[config.mk]
export PLATFORM = sky130hd
export DESIGN_NAME = fir_tap_mac
export DESIGN_NICKNAME = d
export VERILOG_FILES = /design/src/rtl/fir_tap_mac_pkg.sv /design/src/rtl/fir_tap_mac_delay_line.sv /design/src/rtl/fir_tap_mac.sv
export SDC_FILE = /design/constraint.sdc
export NUM_CORES = 1
export LEC_CHECK = 0
export BUFFER_PORTS_ARGS = -buffer_cell sky130_fd_sc_hd__buf_4
export CAP_MARGIN = 30
export CORE_AREA = 5 5 161 163
export CTS_CLUSTER_DIAMETER = 30
export CTS_CLUSTER_SIZE = 16
export DETAILED_ROUTE_END_ITERATION = 10
export DIE_AREA = 0 0 166 168
export PLACE_DENSITY = 0.48
export SLEW_MARGIN = 15
export SYNTH_ARGS = -nofsm -noshare
export SYNTH_HDL_FRONTEND = slang
export SYNTH_HIERARCHICAL = 1
export SYNTH_SLANG_ARGS = --single-unit
export TNS_END_PERCENT = 30
[constraint.sdc]
create_clock -name clk -period 4.5 [get_ports clk]
set_input_delay 0.45 -clock clk [delete_from_list [all_inputs] [get_ports clk]]
set_output_delay 0.45 -clock clk [all_outputs]
set_load 0.05 [all_outputs]
[src/rtl/fir_tap_mac_pkg.sv]
// Shared definitions for the sequential FIR tap engine.
// Default widths and the controller state encoding.
package fir_tap_mac_pkg;

    localparam int NTAPS_DEF = 8;
    localparam int DW_DEF    = 8;
    localparam int CW_DEF    = 8;
    localparam int PW_DEF    = 16;
    localparam int AW_DEF    = 19;

    typedef enum logic [1:0] {
        ST_IDLE = 2'd0,
        ST_MAC  = 2'd1,
        ST_DONE = 2'd2
    } state_e;

endpackage

[src/rtl/fir_tap_mac_delay_line.sv]
// Sample delay line: shift register with shift enable, sync clear, indexed read.
// Ports: clk, clr, shift_en, din -> d[0]; rd_idx selects rd_data = d[rd_idx].
module fir_delay_line #(
    parameter int N = 8,
    parameter int W = 8
) (
    input  logic                 clk,
    input  logic                 clr,
    input  logic                 shift_en,
    input  logic [W-1:0]         din,
    input  logic [$clog2(N)-1:0] rd_idx,
    output logic [W-1:0]         rd_data
);

    logic [W-1:0] d_q [N];
    logic [W-1:0] d_d [N];

    always_comb begin
        d_d = d_q;
        if (clr) begin
            for (int i = 0; i < N; i++) d_d[i] = '0;
        end else if (shift_en) begin
            d_d[0] = din;
            for (int i = 1; i < N; i++) d_d[i] = d_q[i-1];
        end
    end

    always_ff @(posedge clk) begin
        d_q <= d_d;
    end

    assign rd_data = d_q[rd_idx];

endmodule

[src/rtl/fir_tap_mac.sv]
// Sequential FIR tap engine: one tap per cycle through an external multiplier.
// Ports: in_* sample input, coef_* coefficient writes, mult_* multiplier link, out_* result.
module fir_tap_mac
    import fir_tap_mac_pkg::*;
#(
    parameter int NTAPS = NTAPS_DEF,
    parameter int DW    = DW_DEF,
    parameter int CW    = CW_DEF,
    parameter int PW    = PW_DEF,
    parameter int AW    = AW_DEF
) (
    input  logic          clk,
    input  logic          rst,
    input  logic          in_valid,
    input  logic [DW-1:0] in_sample,
    output logic          in_ready,
    input  logic          coef_we,
    input  logic [3:0]    coef_addr,
    input  logic [CW-1:0] coef_wdata,
    output logic          coef_err,
    output logic [DW-1:0] mult_sample,
    output logic [CW-1:0] mult_coeff,
    input  logic [PW-1:0] mult_prod,
    output logic          out_valid,
    output logic [AW-1:0] out_data,
    input  logic          out_ready
);

    localparam int TW = $clog2(NTAPS);

    state_e        state_q, state_d;
    logic [TW-1:0] tap_q, tap_d;
    logic [AW-1:0] acc_q, acc_d;
    logic [AW-1:0] out_data_q, out_data_d;
    logic          out_valid_q, out_valid_d;
    logic          coef_err_q, coef_err_d;
    logic [CW-1:0] coef_q [NTAPS];
    logic [CW-1:0] coef_d [NTAPS];

    logic          idle;
    logic          mac;
    logic          accept;
    logic          addr_ok;
    logic [DW-1:0] dl_rd;
    logic [AW-1:0] sum;

    assign idle    = (state_q == ST_IDLE);
    assign mac     = (state_q == ST_MAC);
    assign accept  = idle & in_valid;
    assign addr_ok = ({1'b0, coef_addr} < 5'(NTAPS));
    assign sum     = acc_q + AW'(mult_prod);

    fir_delay_line #(
        .N (NTAPS),
        .W (DW)
    ) u_dl (
        .clk      (clk),
        .clr      (rst),
        .shift_en (accept),
        .din      (in_sample),
        .rd_idx   (tap_q),
        .rd_data  (dl_rd)
    );

    // Operands are forced to zero outside MAC so the multiplier sees quiet inputs.
    assign mult_sample = mac ? dl_rd : '0;
    assign mult_coeff  = mac ? coef_q[tap_q] : '0;

    always_comb begin
        state_d     = state_q;
        tap_d       = tap_q;
        acc_d       = acc_q;
        out_data_d  = out_data_q;
        out_valid_d = out_valid_q;
        coef_err_d  = 1'b0;
        coef_d      = coef_q;

        // Writes only land while idle; out-of-range addresses vanish silently.
        if (coef_we) begin
            if (idle) begin
                if (addr_ok) coef_d[coef_addr[TW-1:0]] = coef_wdata;
            end else begin
                coef_err_d = 1'b1;
            end
        end

        unique case (state_q)
            ST_IDLE: begin
                if (in_valid) begin
                    acc_d   = '0;
                    tap_d   = '0;
                    state_d = ST_MAC;
                end
            end
            ST_MAC: begin
                acc_d = sum;
                tap_d = tap_q + 1'b1;
                if (tap_q == TW'(NTAPS - 1)) begin
                    out_data_d  = sum;
                    out_valid_d = 1'b1;
                    state_d     = ST_DONE;
                end
            end
            ST_DONE: begin
                if (out_ready) begin
                    out_valid_d = 1'b0;
                    state_d     = ST_IDLE;
                end
            end
            default: state_d = ST_IDLE;
        endcase
    end

    always_ff @(posedge clk) begin
        if (rst) begin
            state_q     <= ST_IDLE;
            tap_q       <= '0;
            acc_q       <= '0;
            out_data_q  <= '0;
            out_valid_q <= 1'b0;
            coef_err_q  <= 1'b0;
            for (int i = 0; i < NTAPS; i++) coef_q[i] <= '0;
        end else begin
            state_q     <= state_d;
            tap_q       <= tap_d;
            acc_q       <= acc_d;
            out_data_q  <= out_data_d;
            out_valid_q <= out_valid_d;
            coef_err_q  <= coef_err_d;
            coef_q      <= coef_d;
        end
    end

    assign in_ready  = idle;
    assign out_valid = out_valid_q;
    assign out_data  = out_data_q;
    assign coef_err  = coef_err_q;

endmodule
### Word-level counts from Yosys, hierarchy flattened

Index checks and enable logic that the tools add are counted.

* register bits: 173
* input port bits: 41
* output and inout port bits: 38
* word-level logic and storage cells: 71

* $add $sub $neg: 2
* magnitude comparators: 4
* equality and inequality tests: 6
* muxes and demuxes: 23
* bitwise gates (word level): 4
* reduce and logical (&&, ||, !) cells: 10

Operator list (number)
* $bwmux W64: 1
* $mux W8: 7
* $bmux W8 S3: 2
* $pmux W19 S2: 1
* $demux W8 S3: 1
* $add A19 B16 Y19: 1
* $mux W19: 1
* $reduce_and A3 Y1: 3
* $ge A4 B4 Y1 const B: 2
* $not A3 Y4: 2
* $mux W2: 3
* $pmux W2 S3: 1
* $pmux W3 S2: 1
* $lt A4 B1 Y1 const B: 1
* $lt A4 B4 Y1 const B: 1
* $ne A2 B2 Y1 const B: 2
* $reduce_and A2 Y1: 2
* $reduce_bool A2 Y1: 2
* $add A3 B1 Y3 const B: 1
* $eq A3 B3 Y1 const B: 1
* $mux W1: 3
* $mux W3: 1
* $eq A2 B1 Y1 const B: 1
* $eq A2 B2 Y1 const B: 1
* 7 further kinds: 7

### Logic depth before layout (Yosys ltp)

Gate-level depths: netlist (run 1).

* word-level depth: 6
* mapped depth: 9
* mapped depth without buffers: 9

### Modules after synthesis

Netlist (run 1), hierarchy kept.

By module, submodules not included
* fir_tap_mac: instances 1, cells an instance 599, area each 5576.6 µm², sequential area each 2182.1 µm²
* fir_delay_line: instances 1, cells an instance 235, area each 2778.9 µm², sequential area each 1281.2 µm²

### Worst setup path before layout (run 1)

OpenSTA, ideal clock, no wires.

* path type: flip-flop to output port
* start point: reg tap_q[1]
* end point: out mult_coeff[1]
* arrival time: 1.866 ns
* required time: 4.050 ns
* setup slack: 2.184 ns
* cell stages (with the launch flop): 6
* path buffers: 2
* path through: dfxtp_1 > buf_2 > buf_1 > mux4_2 > mux2i_1 > nor2_1

* cells in the longest elaborated chain, start to end: 5

RTL lines
* start: declaration: RTL line fir_tap_mac.sv:32 `logic [TW-1:0] tap_q, tap_d;`
* start signal: assignment: RTL line fir_tap_mac.sv:125 `tap_q <= tap_d;`
* $not A3 Y4 (implied by the code): RTL line fir_tap_mac.sv:67 `assign mult_coeff = mac ? coef_q[tap_q] : '0;`
* $bmux W8 S3: RTL line fir_tap_mac.sv:67
* $mux W8 (implied by the code) (2 in a row): RTL line fir_tap_mac.sv:67
* $mux W8: RTL line fir_tap_mac.sv:67
* end: declaration: RTL line fir_tap_mac.sv:22 `output logic [CW-1:0] mult_coeff,`

No other way between the ends. The select of a mux whose other input is x is not followed.

### Worst setup path in the final report (run 1)

* start point: reg tap_q[0]
* end point: out mult_coeff[5]

Same word-level chain as after synthesis.

==> out/summary.txt, run 1 <==
Final Setup Violations: 0
CTS H-tree lvls: 4
Post-route insts no fill: 1,216
Final hold vios: 0
Synth Net Count: 894
Synth Cell Area: 0.008356 sq mm
Yosys reg bits: 173
Main synth FF type: dfxtp_1
CTS Buffer Depth: 2
Leading cell type in the layout, fill and taps excluded: dfxtp_1
Dpl ws: 1750 ps
Number of global-route vias before repair: 6,155
Layout net count: 939
Crit path max fanout: 23
Most frequent cells in the layout: 172 x dfxtp_1, 166 x nor2_1, 136 x mux2i_1
Sequential share of power: 45.7%
Relative slew slack: 41.33%
Final worst path period share: 68.79%
DRT antenna net count: 0
Distinct cells, synth: 69
Clk_lat worst skew: 430 ps
Post-synthesis sequential area ratio: 41.45%
Min Tclk post-route: 3096 ps
Io pins: 79
Net Sw Frac: 27.16%
Post-synth ARST share: 0%
WP data arrival: 2650 ps
Core area: 0.02418 sq mm
Clock skew: 13.08 ps
Congestion Overflow GR: 0
Worst hold slack: 250.4 ps
Slew @ Worst Pin: 876.8 ps
Fmax: 323.0 MHz
Status: finished, final reports clean
Max Cap Violations: 0
Largest net degree at the start of global routing: 91
Routed WL: 19,960 um
Cell Area, Placed: 0.009161 sq mm
NetSw: 941.6 uW
CP Launch Type: flip-flop
Setup tns final: 0 ps
Clock power frac: 43.8%
Max IR drop VDD: 0.2373 mV
Crit path kind: reg -> out
CTS tree: done
Fin util: 40.53%
CP max stage delay: 790 ps
Comb pwr share: 10.5%
Drt wl/cell: 16.41 um
Drt pass-1 iters: 4
Slowest CP cell: dfxtp_2
Syn avg cell area: 10.02 sq um
Slew Limit Fails: 0
DRC: 0
CP bufs+invs: 2
Most common cell on crit path: buf_4
Clk sink count: 173
Initial antenna violation count: 0
Post-CTS Resized: 0
Clock root buffer: clkbuf_16
Setup Fix Bufs, Post-CTS: 0
Via count: 6,071
Total power: 3.466 mW
Inserted Clock Buffers: 17
Filler cells: 2,406
Crit path cell chain: buf_4 -> mux4_2 -> mux2i_1 -> nor2_1 -> buf_4
Detailed placement HPWL: 13,160 um
CTS Hold Bufs: 0
Area Growth Syn to Fin: 17.27%
First-pass GRT wire length: 32,730 um
Cells after DPL: 1,183
Die area: 0.02789 sq mm
P_leak: 4.072 nW
Hold WC Path Type: in -> reg
Number of flops mapped to enable cells by yosys: 0
Syn Inst Count: 834
Clock transition at the registers of the reported paths: 80 ps
Fin worst setup slack: 1404 ps
CP Data Required Time: 4050 ps
Final GP Congestion: 0.7965
N_diodes: 0
RSZ-0062 raised after global routing: false
Layout cell share with drive strength beyond 1: 19.51%
Critical path's top delay family: flip-flops
DRT iter0 DRCs: 409
Initial core utilization: 34.56%
Die W: 166 um
Site Rows: 57
Yosys warns: 6
Internal: 2.525 mW
Vias per cell: 4.993
PwrDens: 353.8 mW/mm^2
Number of port buffers: 78
Total track usage: 14.33%
Final Cell Area: 0.009798 sq mm
Die height: 168 um
Crit. End Element: primary output
-- cell families (layout without fill, tap and decap cells) --
logic type / Yosys count / after routing / synth area share [%]
fa+ha+maj: 19 / 19 / 2.935
buf+inv: 73 / 131 / 3.938
compound gates: 102 / 102 / 8.895
simple gates: 284 / 284 / 15.33
flops: 173 / 173 / 41.45
mux: 176 / 176 / 26.71
xor+xnor: 7 / 7 / 0.7338
-- flip-flops by register name (all words and copies together) (netlist names) --
| name | count |
|---|---|
| out_valid | 1 |
| coef_err | 1 |
| tap_q | 3 |
| u_dl/d_q | 64 |
| acc_q | 19 |
| out_data | 19 |
| coef_q | 64 |
| state_q | 2 |
-- power groups by stage --
stage	registers (mW)	clock network, mW	logic (mW)
5_1_grt	1.59	1.62	0.401
3_3_place_gp	1.62	0	0.366
6_report	1.58	1.52	0.364
3_5_place_dp	1.62	0	0.366
4_1_cts	1.58	1.57	0.367
2_1_floorplan	1.60	0	0.282
-- path summary, 6_finish.rpt --
kind	start	cells after the start	end	slack, ps
hold / removal	in_sample[5]	3	u_dl/d_q[61]	250
setup / recovery	tap_q[0]	5	mult_coeff[5]	1400
hold reg to reg	out_data[0]	2	out_data[0]	460
setup reg to reg	acc_q[0]	9	acc_q[18]	2040
-- per-layer routing --
layer	up-vias	GRT usage (%)	routed length, um
met5	-	0	0
met4	0	3.300	169
met3	13	3.212	756
met2	104	23.46	9353
met1	2898	19.46	9678
li1	3056	-	-
-- synth_stat cells (6+ instances only) --
master	number	area (sq um)
a22oi_1	8	60.06
nor3_1	11	55.05
ha_1	18	225.2
dfxtp_1	173	3463
buf_2	22	110.1
mux4_2	22	495.5
o21ai_0	11	55.05
xnor2_1	6	52.55
and3_1	8	50.05
clkbuf_1	34	127.6
mux2i_1	136	1361
inv_1	9	33.78
a211o_1	6	52.55
mux4_1	10	262.8
nand2_1	38	142.6
mux2_4	6	90.09
nand3_1	14	70.07
a21oi_1	26	130.1
and2_1	16	100.1
nor2_1	166	623.1
-- worst min-delay path, delay by kind of cell --
kind                   cells  cell delay (ps)
multiplexers               1               50
AND/OR/NAND/NOR            1               70
buffers and inverters      1               80
-- cell type report --
type                    count  area, sq um  share of cell area, %
clock buffers              18        439.2                  4.482
repair buffers             90        706.9                  7.215
clock inverters            14        170.2                  1.737
flip-flops and latches    173         3465                  35.36
inverters                   9        33.78                 0.3448
multi-input cells         588         4578                  46.72
well taps                 324        405.4                  4.137
Note: power is estimated with default switching activity, not from simulation.
==> run 2, diff against run 1 <==
==> constraint.sdc (replaced) <==
create_clock -name clk -period 3.21 [get_ports clk]
set_input_delay 0.321 -clock clk [delete_from_list [all_inputs] [get_ports clk]]
set_output_delay 0.321 -clock clk [all_outputs]
set_load 0.05 [all_outputs]
==> out/summary.txt, run 2 (synthesis results as in run 1) <==
Setup tns final: 0 ps (unchanged)
Clock root buffer: clkbuf_16 (unchanged)
Clk_lat worst skew: 420 ps (was 430 ps)
Drt pass-1 iters: 5 (was 4)
Comb pwr share: 10.5% (about the same)
NetSw: 1.238 mW (was 941.6 uW)
Hold_sp: in_sample[4] (was in_sample[5])
Largest net degree at the start of global routing: 108 (was 91)
PwrDens: 499.1 mW/mm^2 (was 353.8 mW/mm^2)
Area Growth Syn to Fin: 17.66% (was 17.27%)
WP data arrival: 2480 ps (was 2650 ps)
Io pins: 79 (unchanged)
Clk sink count: 173 (unchanged)
Internal: 3.669 mW (was 2.525 mW)
Setup Fix Bufs, Post-CTS: 0 (unchanged)
Vias per cell: 4.966 (was 4.993)
Leading cell type in the layout, fill and taps excluded: dfxtp_1 (unchanged)
Filler cells: 2,418 (was 2,406)
Crit path from: tap_q[0] (unchanged)
Clock transition at the registers of the reported paths: 70 ps (was 80 ps)
P_leak: 4.086 nW (was 4.072 nW)
Slew @ Worst Pin: 861.1 ps (was 876.8 ps)
Post-CTS Resized: 0 (unchanged)
Total track usage: 14.26% (was 14.33%)
CTS tree: done (unchanged)
Core area: 0.02418 sq mm (unchanged)
Most frequent cells in the layout: 172 x dfxtp_1, 166 x nor2_1, 136 x mux2i_1 (unchanged)
Status: finished, final reports clean (unchanged)
Initial core utilization: 34.56% (unchanged)
Routed WL: 20,040 um (was 19,960 um)
Net Sw Frac: 25.22% (was 27.16%)
Final Setup Violations: 0 (unchanged)
Layout net count: 941 (was 939)
Fin util: 40.66% (was 40.53%)
Clock power frac: 44.2% (was 43.8%)
Layout cell share with drive strength beyond 1: 19.69% (was 19.51%)
Worst hold slack: 135.6 ps (was 250.4 ps)
Site Rows: 57 (unchanged)
Max Cap Violations: 0 (unchanged)
DRT antenna net count: 0 (unchanged)
Relative slew slack: 42.38% (was 41.33%)
Crit. End Element: primary output (unchanged)
Min Tclk post-route: 2802 ps
Sequential share of power: 45.3% (was 45.7%)
Inserted Clock Buffers: 17 (unchanged)
Reg-to-reg setup timing slack: 750 ps (was 2040 ps)
Via count: 6,048 (was 6,071)
Final Cell Area: 0.009831 sq mm (was 0.009798 sq mm)
First-pass GRT wire length: 32,600 um (was 32,730 um)
Crit path kind: reg -> out (unchanged)
Crit path max fanout: 20 (was 23)
Final worst path period share: 87.27%
DRC: 0 (unchanged)
DRT iter0 DRCs: 371 (was 409)
CTS H-tree lvls: 4 (unchanged)
Number of global-route vias before repair: 6,036 (was 6,155)
Drt wl/cell: 16.45 um (was 16.41 um)
Cells after DPL: 1,186 (was 1,183)
Congestion Overflow GR: 0 (unchanged)
CP Data Required Time: 2890 ps (was 4050 ps)
Slew Limit Fails: 0 (unchanged)
CTS Buffer Depth: 2 (unchanged)
Initial antenna violation count: 0 (unchanged)
Die W: 166 um (unchanged)
CP Launch Type: flip-flop (unchanged)
Hold WC Path Type: in -> reg (unchanged)
Detailed placement HPWL: 13,190 um (was 13,160 um)
Die height: 168 um (unchanged)
Largest regs: coef_q: 64 flops, u_dl/d_q: 64 flops (unchanged)
Final hold vios: 0 (unchanged)
Clock skew: 9.869 ps (was 13.08 ps)
Die area: 0.02789 sq mm (unchanged)
N_diodes: 0 (unchanged)
Fmax: 357.0 MHz
Cell Area, Placed: 0.009210 sq mm (was 0.009161 sq mm)
Worst reg2reg startpoint: acc_q[0] (unchanged)
Post-route insts no fill: 1,218 (was 1,216)
Number of port buffers: 78 (unchanged)
Max IR drop VDD: 0.3340 mV (was 0.2373 mV)
RSZ-0062 raised after global routing: false (unchanged)
Final GP Congestion: 0.7950 (was 0.7965)
CTS Hold Bufs: 0 (unchanged)
run 2: through the flow:
step,total power [mW],worst slack (ps)
after global placement,2.795,756.0
after floorplan,2.645,971.1
after detailed placement,2.794,706.1
after global routing,5.125,247.8
after CTS,4.988,320.7
final,4.906,408.5
run 2: power by group through the flow:
stage	Combinational [mW]	Clock (mW)	Sequential [mW]
floorplan	0.396	0	2.25
global placement	0.525	0	2.27
detailed placement	0.523	0	2.27
CTS	0.525	2.24	2.22
global route	0.569	2.33	2.23
finish	0.517	2.17	2.22
run 2: cell type report:
type | instances | area [sq um] | share of cell area, %
tap | 324 | 405.4 | 4.124
multi-input combinational | 588 | 4578 | 46.57
sequential | 173 | 3465 | 35.24
timing repair buffer | 92 | 728.2 | 7.407
clock buffer | 18 | 439.2 | 4.467
clock inverter | 14 | 181.4 | 1.845
inverter | 9 | 33.78 | 0.3436
run 2: layer usage:
layer | track usage [%] | vias to the layer above | share of wire, %
li1 | - | 3055 | -
met4 | 3.228 | 0 | 0.90
met2 | 23.63 | 102 | 47
met5 | 0 | - | 0
met3 | 3.189 | 14 | 3.7
met1 | 19.14 | 2877 | 49
run 2: worst paths after layout:
kind	endpoint	cells past startpoint
max reg2reg	acc_q[18]	9
max	mult_coeff[2]	5
min	u_dl/d_q[60]	3
min reg2reg	out_data[4]	2
run 2: critical path, stage by stage (launching register included):
cell     delay [ps]
dfxtp_2         750
buf_4           340
mux4_2          510
mux2i_1         210
nor2_1           60
buf_4           190
